==> src/rtl/data_mem_arbiter.sv <==
// Two-port (scalar/vector) arbiter in front of a single-port synchronous word RAM.
// Registered outputs follow the current state; read data appears the cycle after the ready pulse.
module data_mem_arbiter #(
    parameter int unsigned ADDR_STEP = 1
) (
    input  logic        clk,
    input  logic        rst,
    input  logic        scl_req,
    input  logic        scl_we,
    input  logic [31:0] scl_addr,
    input  logic [31:0] scl_wdata,
    output logic [31:0] scl_rdata,
    output logic        scl_ready,
    input  logic        vec_req,
    input  logic        vec_we,
    input  logic [31:0] vec_addr,
    input  logic [63:0] vec_wdata,
    output logic [63:0] vec_rdata,
    output logic        vec_ready,
    output logic [31:0] ram_addr,
    output logic [31:0] ram_wdata,
    output logic        ram_we,
    input  logic [31:0] ram_rdata,
    output logic        busy
);

    typedef enum logic [2:0] {IDLE, S_ACC, S_RSP, V_LO, V_HI, V_RSP} state_t;

    state_t      state_q, state_d;
    logic        last_vec_q, last_vec_d;
    logic        we_q, we_d;
    logic [31:0] addr_q, addr_d;
    logic [63:0] wdata_q, wdata_d;
    logic [31:0] ram_addr_q, ram_addr_d;
    logic [31:0] ram_wdata_q, ram_wdata_d;
    logic        ram_we_q, ram_we_d;
    logic        scl_ready_q, scl_ready_d;
    logic        vec_ready_q, vec_ready_d;
    logic [31:0] scl_rdata_q, scl_rdata_d;
    logic [63:0] vec_rdata_q, vec_rdata_d;
    logic        busy_q, busy_d;
    logic        grant_s, grant_v;

    // Scalar wins a tie only when the vector port was granted last.
    assign grant_s = scl_req && (!vec_req || last_vec_q);
    assign grant_v = vec_req && !grant_s;

    always_comb begin
        state_d     = state_q;
        last_vec_d  = last_vec_q;
        we_d        = we_q;
        addr_d      = addr_q;
        wdata_d     = wdata_q;
        ram_addr_d  = ram_addr_q;
        ram_wdata_d = ram_wdata_q;
        ram_we_d    = 1'b0;
        scl_ready_d = 1'b0;
        vec_ready_d = 1'b0;
        scl_rdata_d = scl_rdata_q;
        vec_rdata_d = vec_rdata_q;
        case (state_q)
            IDLE: begin
                if (grant_s) begin
                    state_d     = S_ACC;
                    last_vec_d  = 1'b0;
                    we_d        = scl_we;
                    addr_d      = scl_addr;
                    wdata_d     = {32'h0, scl_wdata};
                    ram_addr_d  = scl_addr;
                    ram_wdata_d = scl_wdata;
                    ram_we_d    = scl_we;
                end else if (grant_v) begin
                    state_d     = V_LO;
                    last_vec_d  = 1'b1;
                    we_d        = vec_we;
                    addr_d      = vec_addr;
                    wdata_d     = vec_wdata;
                    ram_addr_d  = vec_addr;
                    ram_wdata_d = vec_wdata[31:0];
                    ram_we_d    = vec_we;
                end
            end
            S_ACC: begin
                state_d     = S_RSP;
                scl_ready_d = 1'b1;
            end
            S_RSP: begin
                state_d = IDLE;
                if (!we_q) scl_rdata_d = ram_rdata;
            end
            V_LO: begin
                state_d     = V_HI;
                ram_addr_d  = addr_q + 32'(ADDR_STEP);
                ram_wdata_d = wdata_q[63:32];
                ram_we_d    = we_q;
            end
            V_HI: begin
                state_d     = V_RSP;
                vec_ready_d = 1'b1;
                if (!we_q) vec_rdata_d[31:0] = ram_rdata;
            end
            V_RSP: begin
                state_d = IDLE;
                if (!we_q) vec_rdata_d[63:32] = ram_rdata;
            end
            default: state_d = IDLE;
        endcase
        busy_d = (state_d != IDLE);
    end

    always_ff @(posedge clk) begin
        if (rst) begin
            state_q     <= IDLE;
            last_vec_q  <= 1'b1;
            we_q        <= 1'b0;
            addr_q      <= '0;
            wdata_q     <= '0;
            ram_addr_q  <= '0;
            ram_wdata_q <= '0;
            ram_we_q    <= 1'b0;
            scl_ready_q <= 1'b0;
            vec_ready_q <= 1'b0;
            scl_rdata_q <= '0;
            vec_rdata_q <= '0;
            busy_q      <= 1'b0;
        end else begin
            state_q     <= state_d;
            last_vec_q  <= last_vec_d;
            we_q        <= we_d;
            addr_q      <= addr_d;
            wdata_q     <= wdata_d;
            ram_addr_q  <= ram_addr_d;
            ram_wdata_q <= ram_wdata_d;
            ram_we_q    <= ram_we_d;
            scl_ready_q <= scl_ready_d;
            vec_ready_q <= vec_ready_d;
            scl_rdata_q <= scl_rdata_d;
            vec_rdata_q <= vec_rdata_d;
            busy_q      <= busy_d;
        end
    end

    assign scl_rdata = scl_rdata_q;
    assign scl_ready = scl_ready_q;
    assign vec_rdata = vec_rdata_q;
    assign vec_ready = vec_ready_q;
    assign ram_addr  = ram_addr_q;
    assign ram_wdata = ram_wdata_q;
    assign ram_we    = ram_we_q;
    assign busy      = busy_q;

endmodule

==> config.mk <==
export PLATFORM = sky130hd
export DESIGN_NAME = data_mem_arbiter
export DESIGN_NICKNAME = d
export VERILOG_FILES = /design/src/rtl/data_mem_arbiter.sv
export SDC_FILE = /design/constraint.sdc
export NUM_CORES = 1
export LEC_CHECK = 0
export ABC_AREA = 1
export CAP_MARGIN = 30
export CORE_ASPECT_RATIO = 1.25
export CORE_MARGIN = 3
export CORE_UTILIZATION = 45
export CTS_CLUSTER_SIZE = 14
export DETAILED_ROUTE_END_ITERATION = 7
export PLACE_DENSITY_LB_ADDON = 0.2
export SLEW_MARGIN = 5
export SYNTH_ARGS = -nofsm -noshare
export SYNTH_HDL_FRONTEND = slang
export SYNTH_SLANG_ARGS = --single-unit
==> constraint.sdc <==
create_clock -name clk -period 1.5 [get_ports clk]
set_input_delay 0.3 -clock clk [delete_from_list [all_inputs] [get_ports clk]]
set_output_delay 0.3 -clock clk [all_outputs]
set_load 0.05 [all_outputs]
# Yosys cells after proc, flatten, opt, wreduce, memory -nomap -nowiden
# Index checks and enable logic that the tools add are counted.
[classes] reduce_logical=14 bitwise=1 add_sub_neg=1 eq_ne=6 n_mux=20
[op_table] operator="$mux W32" n=4
[op_table] operator="$mux W64" n=2
[op_table] operator="$pmux W32 S2" n=2
[op_table] operator="$add A32 B1 Y32 const B" n=1
[op_table] operator="$pmux W3 S4" n=1
[op_table] operator="$reduce_and A2 Y1" n=5
[op_table] operator="$mux W1" n=8
[op_table] operator="$eq A3 B2 Y1 const B" n=2
[op_table] operator="$eq A3 B3 Y1 const B" n=2
[op_table] operator="$mux W3" n=2
[op_table] operator="$reduce_bool A2 Y1" n=2
[op_table] operator="$eq A3 B1 Y1 const B" n=1
[op_table] operator="$logic_not A3 Y1" n=1
[op_table] operator="$ne A3 B3 Y1 const B" n=1
[op_table] operator="$reduce_bool A3 Y1" n=1
[op_table] operator="$logic_and A1 B1 Y1" n=2
[op_table] operator="$logic_not A1 Y1" n=2
[op_table] operator="$pmux W1 S2" n=1
[op_table] operator="$logic_or A1 B1 Y1" n=1
[op_table] operator="$not A1 Y1" n=1
[totals] regBits=265 word_cells=56 input_bits=198 output_inout_bits=164

# Longest topological paths before layout
[depth] ltp_word=9 depth_mapped=11 mapped_depth_nobuf=10

# Worst setup path after synthesis
# No wires, ideal clock.
[synth_path] path_type="flip-flop to flip-flop" start="reg addr_q[0]" end="reg ram_addr_q[14] (netlist: ram_addr[14])" synth_period_minus_slack_ps=1380 stages_incl_launch_ff=9 t_arrival_ps=1310 n_path_buf=0 setup_time_ps=70 required_time_ps=1430 path_slack_ps=120 path_cell_list="dfxtp_1 ha_1 nand2_1 nor2_4 nand2_1 nor2_1 or2_2 nand3_1 a21oi_1"
[synth_via] elab_chain_cells=2
[synth_lines] element="start: declaration" line="32" source="logic [31:0] addr_q, addr_d;"
[synth_lines] element="start signal: assignment" line="130" source="addr_q <= addr_d;"
[synth_lines] element="$add A32 B1 Y32" line="93" source="ram_addr_d = addr_q + 32'(ADDR_STEP);"
[synth_lines] element="$pmux W32 S2" line="61" source="case (state_q)"
[synth_lines] element="end signal: assignment" line="132" source="ram_addr_q <= ram_addr_d;"
[synth_lines] element="end: declaration" line="34" source="logic [31:0] ram_addr_q, ram_addr_d;"
# Every way passes these cells.
# A chain may end at the register's enable or synchronous reset.

# Worst setup path after layout
[layout_path] start="reg state_q[1]" end="reg ram_wdata_q[17] (netlist: ram_wdata[17])"
[layout_via] elab_chain_cells=3 elab_cells_between_ends=6 cone_classes="eq/ne: 2; mux: 1; reduce/logical: 3"
[layout_lines] element="start: declaration" line="29" source="state_t state_q, state_d;"
[layout_lines] element="start signal: assignment" line="127" source="state_q <= state_d;"
[layout_lines] element="$logic_not A3 Y1 / $eq A3 B2 Y1 (equally long branches)" line="61"
[layout_lines] element="$ne A3 B3 Y1 (no source line) / $reduce_bool A2 Y1 (equally long branches)"
[layout_lines] element="$reduce_and A2 Y1 (no source line)"
[layout_lines] element="end signal: assignment" line="133" source="ram_wdata_q <= ram_wdata_d;"
[layout_lines] element="end: declaration" line="35" source="logic [31:0] ram_wdata_q, ram_wdata_d;"
# Several ways; a longest one is shown, not always the timed one.

==> flow_summary.yaml <==
outcome:
  status: "finished, violations left"
  violations: "negative setup slack"
drt:
  wl_per_cell_um: 18.2
  vias: 11600
  wl_um: 39400
  drtIter0Drc: 762
  drc: 0
  ant_nets: 0
  dr.pass1.iters: 5
  viasPerCell: 5.33
logic_synthesis:
  yosys.area.top_type: "dfxtp_1"
  synth_area_per_cell_um2: 6.85
  synth-seq-area-share_pct: 46.3
  synth_cell_types: 29
  syn_nets: 1669
  netlist_area_um2: 10100
  ys.warnings.count: 0
  synth-seq-cells: 233
  synth_top_area_share_pct: 46.3
  yosys-top-cells-area: "dfxtp_1 (46%), nand2_1 (16%), nor2_1 (8.8%), a21oi_1 (6.4%), o21ai_0 (5.0%)"
  netlist_instances: 1470
clock_tree:
  cts.clk_slew.worst_paths_ns: 0.06
  clockBufferDepth: 3
  clk_latency_ns: 0.52
  cts_root_buf: "clkbuf_16"
  ctsHtreeMaxLevel: 1
  hold_buffers: 0
  cts_buffers: 24
  cts_tree: "yes"
  cts_sinks: 233
setup_path:
  arrival_ns: 1.97
  cp_slowest_stage_delay_ns: 0.34
  critPathRequiredTime_ns: 1.92
  cp_max_fo: 11
  path_common_cell: "nand2_1"
  crit_chain: "nor2_4, buf_4, nand3_4, nand2_2, inv_4, clkbuf_16, nand2_1, o211ai_1, nand2_1, inv_1"
  end_kind: "flop"
  start_kind: "flop"
  path_class: "reg -> reg"
  crit_slowest_cell: "dfxtp_2"
global_route:
  track_usage_pct: 29.6
  grt_overflow_total: 0
  grt_pass1_wl_um: 59200
  antenna_found_initial: 1
  grt_util_met3_pct: 9.82
  grt_use_met1_pct: 32.3
  use_met2_pct: 54.0
  grt_pass1_vias: 11300
  grt_max_degree: 79
  grt.busiest_layer: "met2"
floorplanning:
  die_y_um: 173
  initial_core_util_pct: 46.2
  fp.dieW_um: 140
  rows: 60
  io_pins: 362
  core_region_area_um2: 21800
  die_area_um2: 24200
cells_and_area:
  drive_gt1_share_pct: 20.8
  area_delta_synth_final_pct: 74.7
  layout_common_cells: "nand2_1 (427), nor2_1 (225), dfxtp_1 (219)"
  fin_util_pct: 80.8
  mostFrequentLayoutCell: "nand2_1"
  fin_nets: 2071
power:
  switchingPower_mw: 7.00
  pwr-share-comb_pct: 36.0
  swShare_pct: 34.0
  p_leak_nw: 7.04
  p_int_mw: 13.6
  power_frac_seq_pct: 36.4
  p_per_area_nw_per_um2: 1170
  clockPowerShare_pct: 27.6
  peakVddDrop_v: 0.00110
sta:
  rsz0062_at_grt: "true"
  relSlewSlack_pct: 56.5
  tightestPinTransition_ns: 0.653
  finalCritPeriodShare_pct: 104
  fmax_mhz: 644
  hold_violations: 0
  clock_skew_ns: 0.00901
  drv_slew: 0
  setup_viol: 24
  worst_slack_ns: -0.0528
  layout_min_cycle_time_ns: 1.55
placed_design:
  gp_congestion: 0.905
  hpwl_um: 26800
  place_ws_ns: -0.469
  port_buffers: 361
flow_run:
  max_cap_viol_count: 0
min_path:
  hp-class: "in -> reg"
-- registers in the layout, summed over array words and instances (netlist names), 3 cells and up --
name / count
ram_wdata: 32
state_q: 3
ram_addr: 32
wdata_q: 32
addr_q: 32
scl_rdata: 32
vec_rdata: 64
-- worst max-delay path: cells and delay by family (launching register included) --
kind            cells  cell delay [ns]
buf+inv             4             0.42
flops               1             0.34
compound gates      1             0.09
simple gates        5             0.59
-- final timing paths --
check | from | end | cells past startpoint | slack [ns]
worst max-delay path | state_q[1] | ram_wdata[17] | 10 | -0.05
worst min-delay path | rst | ram_wdata[7] | 4 | 0.25
worst max register to register | state_q[1] | ram_wdata[17] | 10 | -0.05
worst min register to register | wdata_q[59] | wdata_q[59] | 2 | 0.46
-- routing by layer --
layer | wire [µm] | vias to the layer above
met5 | 0 | -
met2 | 20500 | 504
met1 | 13600 | 5414
li1 | - | 5538
met3 | 3960 | 102
met4 | 1370 | 0
-- area by class of cell --
type	count	area (µm²)
Multi-Input combinational cell	1066	4930
Clock inverter	4	22.5
Fill cell	1409	4190
Clock buffer	37	711
Tap cell	279	349
Sequential cell	233	4690
Antenna cell	1	2.50
Inverter	80	315
Timing Repair Buffer	467	6570
-- power groups by stage --
stage | sequential, mW | clock, mW | combinational, mW
2_1_floorplan | 8.76 | 0 | 1.98
5_1_grt | 7.58 | 5.99 | 7.82
3_5_place_dp | 7.60 | 0 | 6.72
6_report | 7.51 | 5.69 | 7.41
3_3_place_gp | 7.58 | 0 | 6.62
4_1_cts | 7.49 | 5.75 | 6.83
-- repair_timing --
item                                    4_1_cts  5_1_grt
cloned                                        2        8
endpoints found under the setup margin       43       90
pin swaps                                     5       17
gates resized for setup                      23       80
buffers inserted                              5       22
-- per-stage QoR --
stage / total power, mW / instance area [µm²] / instances / setup TNS [ns] / hold slack, ns
floorplan: 10.7 / 10100 / 1470 / 0 / 0.443
finish: 20.6 / 17600 / 2167 / -0.438 / 0.254
global route: 21.4 / 17600 / 2167 / -6.03 / 0.288
global placement: 14.2 / 16100 / 2088 / -42.73 / 0.451
detailed placement: 14.3 / 16100 / 2088 / -46.67 / 0.454
CTS: 20.1 / 17000 / 2136 / -0.00899 / 0.243
-- cells in the mapped netlist --
master	instances
o21ai_1	16
buf_6	2
clkinv_1	1
nand2_1	435
ha_1	1
buf_4	8
a211oi_1	1
or2_2	4
buf_2	34
xnor2_1	6
nor2_1	236
nand3_2	1
clkbuf_1	46
inv_1	75
buf_1	1
nand2_2	2
a21oi_1	128
nand3b_1	2
dfxtp_1	233
nand3_1	71
a31oi_1	27
nor2_4	4
inv_2	4
nor2_2	6
o21ai_0	100
nor3_1	1
o21bai_1	2
o211ai_1	22
nand4_1	1
-- logic make-up (layout without fill, tap and decap cells) --
logic type,after synthesis,in the layout,share of synthesized area [%]
other,0,1,0
adder cells (fa/ha/maj),1,1,0.124
AO/OA/AOI/OAI,296,296,15.7
AND/OR/NAND/NOR,763,763,30.1
flip-flops,233,233,46.3
buffers and inverters,171,588,7.25
XOR/XNOR,6,6,0.522
(Power assumes the default switching activity.)
